`src/rtl/imem_arbiter.sv`:
```
// imem_arbiter: two-master arbiter in front of a single-port instruction memory.
//   A fetch master (f_*) and a loader master (l_*) share one synchronous memory
//   port (m_*). Fetch has priority unless the loader has been starved for
//   MAX_WAIT consecutive cycles, or the loader holds the memory locked.
//   Faulting addresses (misaligned or beyond the AW-bit word space) are granted
//   but never reach memory; they complete one cycle later with an error/zero.
// Ports:
//   clk, rst                      clock, synchronous active-high reset
//   f_req, f_addr                 fetch request / byte address
//   f_gnt, f_rvalid, f_rdata, f_err   fetch grant and response
//   l_req, l_we, l_lock, l_addr, l_wdata   loader request
//   l_gnt, l_rvalid, l_rdata      loader grant and response
//   m_en, m_we, m_addr, m_wdata, m_rdata   memory port (1-cycle read latency)
module imem_arbiter #(
  parameter int unsigned MAX_WAIT = 4,
  parameter int unsigned AW       = 8
) (
  input  logic          clk,
  input  logic          rst,
  input  logic          f_req,
  input  logic [31:0]   f_addr,
  output logic          f_gnt,
  output logic          f_rvalid,
  output logic [31:0]   f_rdata,
  output logic          f_err,
  input  logic          l_req,
  input  logic          l_we,
  input  logic          l_lock,
  input  logic [31:0]   l_addr,
  input  logic [31:0]   l_wdata,
  output logic          l_gnt,
  output logic          l_rvalid,
  output logic [31:0]   l_rdata,
  output logic          m_en,
  output logic          m_we,
  output logic [AW-1:0] m_addr,
  output logic [31:0]   m_wdata,
  input  logic [31:0]   m_rdata
);

  localparam int unsigned CW = $clog2(MAX_WAIT + 1);

  localparam logic SHARED = 1'b0;
  localparam logic LOCKED = 1'b1;

  logic          state;
  logic [CW-1:0] wait_cnt;

  // Response tag for the grant issued in the previous cycle.
  logic rsp_f;
  logic rsp_l;
  logic rsp_flt;
  logic rsp_we;

  logic        gnt_f;
  logic        gnt_l;
  logic        starved;
  logic [31:0] addr;
  logic        fault;
  logic        access;

  always_comb begin
    gnt_f   = 1'b0;
    gnt_l   = 1'b0;
    starved = l_req && (wait_cnt == CW'(MAX_WAIT));
    if (!rst) begin
      if (state == LOCKED) begin
        gnt_l = l_req;
      end else begin
        gnt_l = l_req && (!f_req || starved);
        gnt_f = f_req && !gnt_l;
      end
    end
  end

  assign addr   = gnt_l ? l_addr : f_addr;
  assign fault  = (addr[1:0] != 2'b00) || ((addr >> (AW + 2)) != '0);
  assign access = (gnt_f || gnt_l) && !fault;

  assign f_gnt   = gnt_f;
  assign l_gnt   = gnt_l;
  assign m_en    = access;
  assign m_we    = access && gnt_l && l_we;
  assign m_addr  = access ? addr[AW+1:2] : '0;
  assign m_wdata = (access && gnt_l && l_we) ? l_wdata : '0;

  // Tags clear synchronously, so the rst term here hides a response that was
  // already pending on the cycle reset is first sampled.
  assign f_rvalid = rsp_f && !rst;
  assign f_err    = rsp_f && rsp_flt && !rst;
  assign f_rdata  = (rsp_f && !rsp_flt && !rst) ? m_rdata : '0;
  assign l_rvalid = rsp_l && !rst;
  assign l_rdata  = (rsp_l && !rsp_flt && !rsp_we && !rst) ? m_rdata : '0;

  always_ff @(posedge clk) begin
    if (rst) begin
      state    <= SHARED;
      wait_cnt <= '0;
      rsp_f    <= 1'b0;
      rsp_l    <= 1'b0;
      rsp_flt  <= 1'b0;
      rsp_we   <= 1'b0;
    end else begin
      rsp_f   <= gnt_f;
      rsp_l   <= gnt_l;
      rsp_flt <= fault && (gnt_f || gnt_l);
      rsp_we  <= gnt_l && l_we;

      case (state)
        SHARED:  if (gnt_l && l_lock) state <= LOCKED;
        LOCKED:  if (!l_req || !l_lock) state <= SHARED;
        default: state <= SHARED;
      endcase

      if (gnt_l) begin
        wait_cnt <= '0;
      end else if (l_req && (wait_cnt != CW'(MAX_WAIT))) begin
        wait_cnt <= wait_cnt + CW'(1);
      end
    end
  end

endmodule

```
`config.mk`:
```
export PLATFORM = sky130hd
export DESIGN_NAME = imem_arbiter
export DESIGN_NICKNAME = d
export VERILOG_FILES = /design/src/rtl/imem_arbiter.sv
export SDC_FILE = /design/constraint.sdc
export NUM_CORES = 1
export LEC_CHECK = 0
export ABC_AREA = 1
export BUFFER_PORTS_ARGS = -buffer_cell sky130_fd_sc_hd__buf_2
export CAP_MARGIN = 20
export CORE_AREA = 2 2 94 96
export CTS_BUF_LIST = sky130_fd_sc_hd__clkbuf_8
export DETAILED_ROUTE_END_ITERATION = 12
export DIE_AREA = 0 0 96 98
export HOLD_SLACK_MARGIN = 0.15
export SYNTH_ARGS = -nofsm -noshare
export SYNTH_HDL_FRONTEND = slang
export SYNTH_SLANG_ARGS = --single-unit
export TNS_END_PERCENT = 20
```
`constraint.sdc`:
```
create_clock -name clk -period 1.79 [get_ports clk]
set_clock_uncertainty 0.05 [all_clocks]
set_input_delay 0.358 -clock clk [delete_from_list [all_inputs] [get_ports clk]]
set_output_delay 0.358 -clock clk [all_outputs]
set_load 0.05 [all_outputs]
```
==> results of run 1 <==
==> what timing repair did <==
item,4_1_cts,5_1_grt
endpoints found under the setup margin,76,107
pin swaps,7,4
gates cloned,1,0
resized for setup,128,140
buffers inserted,3,1
==> worst reg2reg max path: stages (launching register included) <==
cell,delay [ps]
sky130_fd_sc_hd__dfxtp_2,330
sky130_fd_sc_hd__inv_2,50
sky130_fd_sc_hd__ha_4,160
sky130_fd_sc_hd__nand3_4,100
sky130_fd_sc_hd__nand2_4,70
sky130_fd_sc_hd__nand2_8,100
sky130_fd_sc_hd__nand4_1,140
sky130_fd_sc_hd__nand2_4,170
sky130_fd_sc_hd__buf_4,130
sky130_fd_sc_hd__nor2_1,30
==> metal layers <==
metal / share of wire [%] / global-route usage (%) / vias up / wire length [µm]
met3: 9.5 / 2.623 / 10 / 737
met5: 0 / 0 / - / 0
li1: - / - / 1370 / -
met1: 35 / 14.80 / 1151 / 2690
met4: 1.5 / 5.165 / 0 / 120
met2: 54 / 27.99 / 131 / 4223
==> state kept, by name (all words and copies together) (netlist names) <==
name      flops
rsp_f         1
rsp_flt       1
rsp_l         1
rsp_we        1
state         1
wait_cnt      3
==> layout make-up <==
cell class                 instances  share of cell area, %
timing repair buffer             261                  50.97
inverter                          87                  8.532
tap                              108                  3.425
clock buffer                       3                  1.047
sequential                         8                  4.123
multi-input combinational        209                  31.91
==> path summary, 6_finish.rpt <==
path / endpoint / slack, ps / depth (start not counted) / start
worst min-delay path: state$_SDFF_PP0_ / 300 / 3 / l_lock
worst max register to register: rsp_flt$_SDFF_PP0_ / 340 / 9 / wait_cnt[0]$_SDFFE_PP0P_
worst max-delay path: m_wdata[20] / -340 / 10 / wait_cnt[0]$_SDFFE_PP0P_
worst min register to register: wait_cnt[1]$_SDFFE_PP0P_ / 550 / 3 / wait_cnt[1]$_SDFFE_PP0P_
==> report_power, final <==
part,total [mW],switching [mW],leakage [nW],internal (mW)
combinational,0.564,0.331,2.21,0.232
clock,0.217,0.0711,0.0216,0.146
sequential,0.191,0.00326,0.0665,0.188
total,0.971,0.406,2.29,0.565
==> cells by family (layout without fill, tap and decap cells) <==
| kind of cell | count (synthesis) | count (layout) |
|---|---|---|
| buffers and inverters | 98 | 351 |
| flip-flops | 8 | 8 |
| adder cells (fa/ha/maj) | 2 | 2 |
| AO/OA/AOI/OAI | 3 | 3 |
| XOR/XNOR | 1 | 1 |
| AND/OR/NAND/NOR | 202 | 203 |
==> cells in the final DEF (no fill, tap or decap), drive strengths merged <==
cell,instances
buf,251
nor2,143
inv,87
nand2,53
clkbuf,13
dfxtp,8
nand3,4
a21oi,3
nand4,2
ha,2
nor3,1
xor2,1
==> per-stage QoR <==
stage / total power, mW / hold slack (ps)
after CTS: 0.9429 / 296.1
after floorplan: 0.4683 / 380.4
after detailed placement: 0.6881 / 473.2
after global placement: 0.6810 / 459.1
final: 0.9713 / 300.4
after global routing: 1.041 / 309.2
==> reports/qor.yml, run 1 <==
floorplanning:
  initial_standard_cell_utilization_of_the_core_pct: 17.40
  fp.dieH_um: 98
  pin_count: 245
  die-area_mm2: 0.009408
  die_width_um: 96
  core-area_mm2: 0.008466
  core.rowCount: 34
place:
  detailed_place.area_mm2: 0.003105
  gp_routability_congestion: 0.8088
  dp_worst_setup_slack_ps: -232.2
  dpl.hpwl_um: 5931
  placed_cells: 668
  port_buffers: 244
final_layout:
  fraction_of_layout_cells_with_a_size_suffix_above_1_pct: 63.20
  final_area_mm2: 0.003945
  design.final.nets: 706
  combined_area_of_the_multi_input_logic_cells_mm2: 0.001259
  finish.cell_count_without_fillers: 676
  filler_cell_count: 820
  synthToLayoutAreaGrowth_pct: 167.9
  ff_latch_area_um2: 162.7
  antenna_cells: 0
  final_core_utilization_pct: 46.60
setup_path:
  timing.critical_path.buf_inv: 4
  timing.critical_path.max_delay_family: "buffers and inverters"
  critical_path.max_fanout: 33
  worstPathArrival_ps: 1730
  timing.critical_path.slowest_cell_delay_ps: 320
  worst_path_max_delay_cell: "sky130_fd_sc_hd__dfxtp_2"
  timing.critical_path.required_ps: 1380
  end_kind: "output pin"
  start_kind: "flip-flop"
  most_frequent_cell_on_the_critical_path: "sky130_fd_sc_hd__nand3_4"
  critical_path.cell_chain: "inv_2 -> ha_4 -> nand3_4 -> nand2_4 -> nand2_8 -> inv_8 -> nand3_4 -> buf_12 -> nor2_1 -> buf_6"
  critical_path_class: "flip-flop to output pin"
synth:
  synth_compound_gate_area_share_pct: 1.020
  yosys-mux-area-fraction_pct: 0
  netlist.top_cell.by_area: "sky130_fd_sc_hd__nor2_1"
  synth_top_flop_cell: "sky130_fd_sc_hd__dfxtp_1"
  synth-warning-count: 0
  post-synth-top-area-fraction_pct: 34.15
  dominant_combinational_cell_family_by_area_after_synthesis: "simple AND/OR/NAND/NOR gates"
  synth_simple_gate_area_share_pct: 58.11
  synth-edff-count: 0
  synth.ff_latch_count: 8
  avgSynthCellArea_um2: 4.690
  synth_top_cells_by_area: "sky130_fd_sc_hd__nor2_1, sky130_fd_sc_hd__inv_1, sky130_fd_sc_hd__nand2_1"
  post_synth_most_frequent_cells: "sky130_fd_sc_hd__nor2_1, sky130_fd_sc_hd__inv_1, sky130_fd_sc_hd__nand2_1, sky130_fd_sc_hd__dfxtp_1, sky130_fd_sc_hd__nor2_2"
  ys_seq_area_share_pct: 10.88
  async_reset_ff_share_pct: 0
  synth_adder_area_share_pct: 1.699
  mappedNetlistNets: 450
  post_synth_xor_area_fraction_pct: 0.5947
  synth_area_mm2: 0.001473
  gate_count_after_technology_mapping: 314
  synth.distinct_cells: 23
  synth_most_common_cell: "sky130_fd_sc_hd__nor2_1"
route:
  detail_route.wl_per_cell_um: 11.50
  totalWireLength_um: 7772
  detailedRoute.firstIterationViolations: 48
  drt_drc_violations_left: 0
  detailedRoute.firstPassIterationCount: 4
  vias: 2662
  drtAntennaViolNets: 0
  viasPerCell: 3.938
sta:
  final.min_clock_period_ps: 2134
  grt_setup_unrepaired: "true"
  final_min_period_over_clock_period_pct: 119.2
  fin_tns_setup_ps: -13010
  max_clock_freq_ghz: 0.4685
  max_slew.worst_pin.slew_ps: 315.5
  slew-limit-headroom_pct: 79.11
  setup_slack_ps: -344.4
  finalHoldViolations: 0
  number_of_setup_violations_in_the_final_report: 42
  slew_violations: 0
global_routing:
  grt_usage_pct: 14.41
  grt_max_degree: 34
  grt-ovfl-total: 0
  wire_length_of_the_first_global_routing_pass_um: 10890
  first_global_vias: 2485
  grt_antenna_before_repair: 0
clocking:
  tritoncts: "built"
  root_buffer: "sky130_fd_sc_hd__clkbuf_8"
  cts.htree.levels: 1
  cts_hold_repair.buffers: 0
  total_clock_sinks: 8
  cts.reportedPaths.clkPinSlew_ps: 40
  numCtsBuffers: 3
  clockBufferDepth: 2
  worst_skew_pair.late_latency_ps: 230
flow_run:
  max_cap_violations: 0
power_and_ir_drop:
  max-vdd-ir-drop_mv: 0.1940
  leakagePower_nw: 2.294
  power.density_mw_per_mm2: 246.2
outcome:
  violated_checks: "negative setup slack"
  outcome: "finished with violations"
hold_path:
  hold_path.class: "primary input to flip-flop"
(Power assumes the default switching activity.)
==> run 2, diff against run 1 <==
--- a/config.mk
+++ b/config.mk
@@ -6,7 +6,7 @@
 export NUM_CORES = 1
 export LEC_CHECK = 0
 export ABC_AREA = 1
-export BUFFER_PORTS_ARGS = -buffer_cell sky130_fd_sc_hd__buf_2
+export BUFFER_PORTS_ARGS = -buffer_cell sky130_fd_sc_hd__buf_4
 export CAP_MARGIN = 20
 export CORE_AREA = 2 2 94 96
 export CTS_BUF_LIST = sky130_fd_sc_hd__clkbuf_8
==> reports/qor.yml, run 2 (synthesis gave the netlist of run 1 again) <==
route:
  detailedRoute.firstPassIterationCount: 4
  viasPerCell: 3.959
  detail_route.wl_per_cell_um: 11.57
  vias: 2688
  drt_drc_violations_left: 0
  totalWireLength_um: 7859
  detailedRoute.firstIterationViolations: 26
  drtAntennaViolNets: 0
clocking:
  cts_hold_repair.buffers: 0
  clockBufferDepth: 2
  tritoncts: "built"
  root_buffer: "sky130_fd_sc_hd__clkbuf_8"
  worst_skew_pair.late_latency_ps: 230
  cts.htree.levels: 1
  total_clock_sinks: 8
  cts.reportedPaths.clkPinSlew_ps: 40
  numCtsBuffers: 3
setup_path:
  most_frequent_cell_on_the_critical_path: "sky130_fd_sc_hd__nand3_4"
  critical_path.cell_chain: "inv_2 -> ha_4 -> nand3_4 -> nand2_4 -> nand2_8 -> clkinv_8 -> nand3_4 -> buf_12 -> nor2_1 -> buf_6"
  critical_path.max_fanout: 33
  timing.critical_path.required_ps: 1380
  timing.critical_path.max_delay_family: "buffers and inverters"
  critical_path_class: "flip-flop to output pin"
  timing.critical_path.buf_inv: 4
  worst_path_max_delay_cell: "sky130_fd_sc_hd__dfxtp_2"
  timing.critical_path.slowest_cell_delay_ps: 310
  end_kind: "output pin"
  worstPathArrival_ps: 1720
  start_kind: "flip-flop"
place:
  dp_worst_setup_slack_ps: -188.8
  port_buffers: 244
  dpl.hpwl_um: 6534
  placed_cells: 672
  gp_routability_congestion: 0.8853
final_layout:
  fraction_of_layout_cells_with_a_size_suffix_above_1_pct: 60.42
  most-common-layout-cells: "sky130_fd_sc_hd__buf_4, sky130_fd_sc_hd__nor2_1, sky130_fd_sc_hd__inv_1"
  finish.cell_count_without_fillers: 679
  design.final.nets: 709
  largest_reg_flops: 3
  layout_commonest_cell: "sky130_fd_sc_hd__buf_4"
  synthToLayoutAreaGrowth_pct: 183.3
  antenna_cells: 0
  registers.top_by_ff_count: "wait_cnt"
global_routing:
  first_global_vias: 2583
  grt_max_degree: 34
  grt-ovfl-total: 0
  grt_antenna_before_repair: 0
  grt_usage_pct: 15.14
  wire_length_of_the_first_global_routing_pass_um: 11490
sta:
  finalHoldViolations: 0
  number_of_setup_violations_in_the_final_report: 43
  max_clock_freq_ghz: 0.4702
  grt_setup_unrepaired: "true"
  setup_slack_ps: -336.6
  slew-limit-headroom_pct: 83.70
  max_slew.worst_pin.slew_ps: 244.5
  slew_violations: 0
  final.min_clock_period_ps: 2127
  final_min_period_over_clock_period_pct: 118.8
floorplanning:
  die_width_um: 96
  core.rowCount: 34
  die-area_mm2: 0.009408
  pin_count: 245
  initial_standard_cell_utilization_of_the_core_pct: 17.40
  core-area_mm2: 0.008466
  fp.dieH_um: 98
power_and_ir_drop:
  power.density_mw_per_mm2: 247.8
  max-vdd-ir-drop_mv: 0.1620
  leakagePower_nw: 2.429
  post-layout-total-power_mw: 1.034
outcome:
  outcome: "finished with violations"
  violated_checks: "negative setup slack"
flow_run:
  max_cap_violations: 0
hold_path:
  hold_path.class: "primary input to flip-flop"
-- run 2: cell types whose count changed in the layout (fill, tap and decap cells not counted), sizes merged --
| cell | previous run | this run |
|---|---|---|
| buf | 251 | 264 |
| clkbuf | 13 | 3 |
| clkinv | 0 | 1 |
| inv | 87 | 86 |
-- run 2: metrics by stage --
stage          instance area (µm²)  hold slack [ps]  setup TNS [ps]  util (%)
2_1_floorplan                 1669            380.4          -44460         -
3_3_place_gp                  3729            463.4           -6906     44.04
3_5_place_dp                  3729            471.9           -6383     44.04
4_1_cts                       3944            287.7          -14310     46.59
5_1_grt                       4173            322.2          -16000     49.29
6_report                      4173            292.7          -12910     49.29
-- run 2: layout make-up --
cell class	instances	area [µm²]
inverters	87	339.1
repair buffers	264	2285
well taps	108	135.1
multi-input cells	209	1210
flip-flops and latches	8	162.7
clock buffers	3	41.29
fillers	844	4293
-- run 2: worst paths after layout --
path / start / to / slack [ps] / depth (start not counted)
setup / recovery: wait_cnt[0]$_SDFFE_PP0P_ / m_wdata[2] / -340 / 10
hold reg to reg: wait_cnt[0]$_SDFFE_PP0P_ / wait_cnt[0]$_SDFFE_PP0P_ / 480 / 3
setup reg to reg: wait_cnt[0]$_SDFFE_PP0P_ / rsp_flt$_SDFF_PP0_ / 390 / 9
hold / removal: l_lock / state$_SDFF_PP0_ / 290 / 3
-- run 2: per-layer routing --
metal  up-vias  routed length, µm  track usage (%)
met1      1153               2621            14.66
met4         0                178            4.725
met5         -                  0                0
met3        16                805            3.858
li1       1376                  -                -
met2       143               4253            30.02
-- run 2: tightest hold or removal path, cell delays in order --
cell and delay [ps]:
sky130_fd_sc_hd__buf_4 80, sky130_fd_sc_hd__inv_1 30, sky130_fd_sc_hd__nor2_1 80
-- run 2: where the power goes --
| group | internal, mW | leakage (nW) | total [mW] | switching (mW) |
|---|---|---|---|---|
| clock | 0.146 | 0.0216 | 0.216 | 0.0706 |
| sequential | 0.188 | 0.0665 | 0.191 | 0.00334 |
| combinational | 0.310 | 2.34 | 0.627 | 0.316 |
| total | 0.644 | 2.43 | 1.03 | 0.390 |
-- run 2: timing repair --
item / CTS / global route
gates cloned: 1 / 0
setup buffers: 2 / 1
pin swaps: 3 / 1
endpoints found under the setup margin: 64 / 82
gates resized for setup: 40 / 68
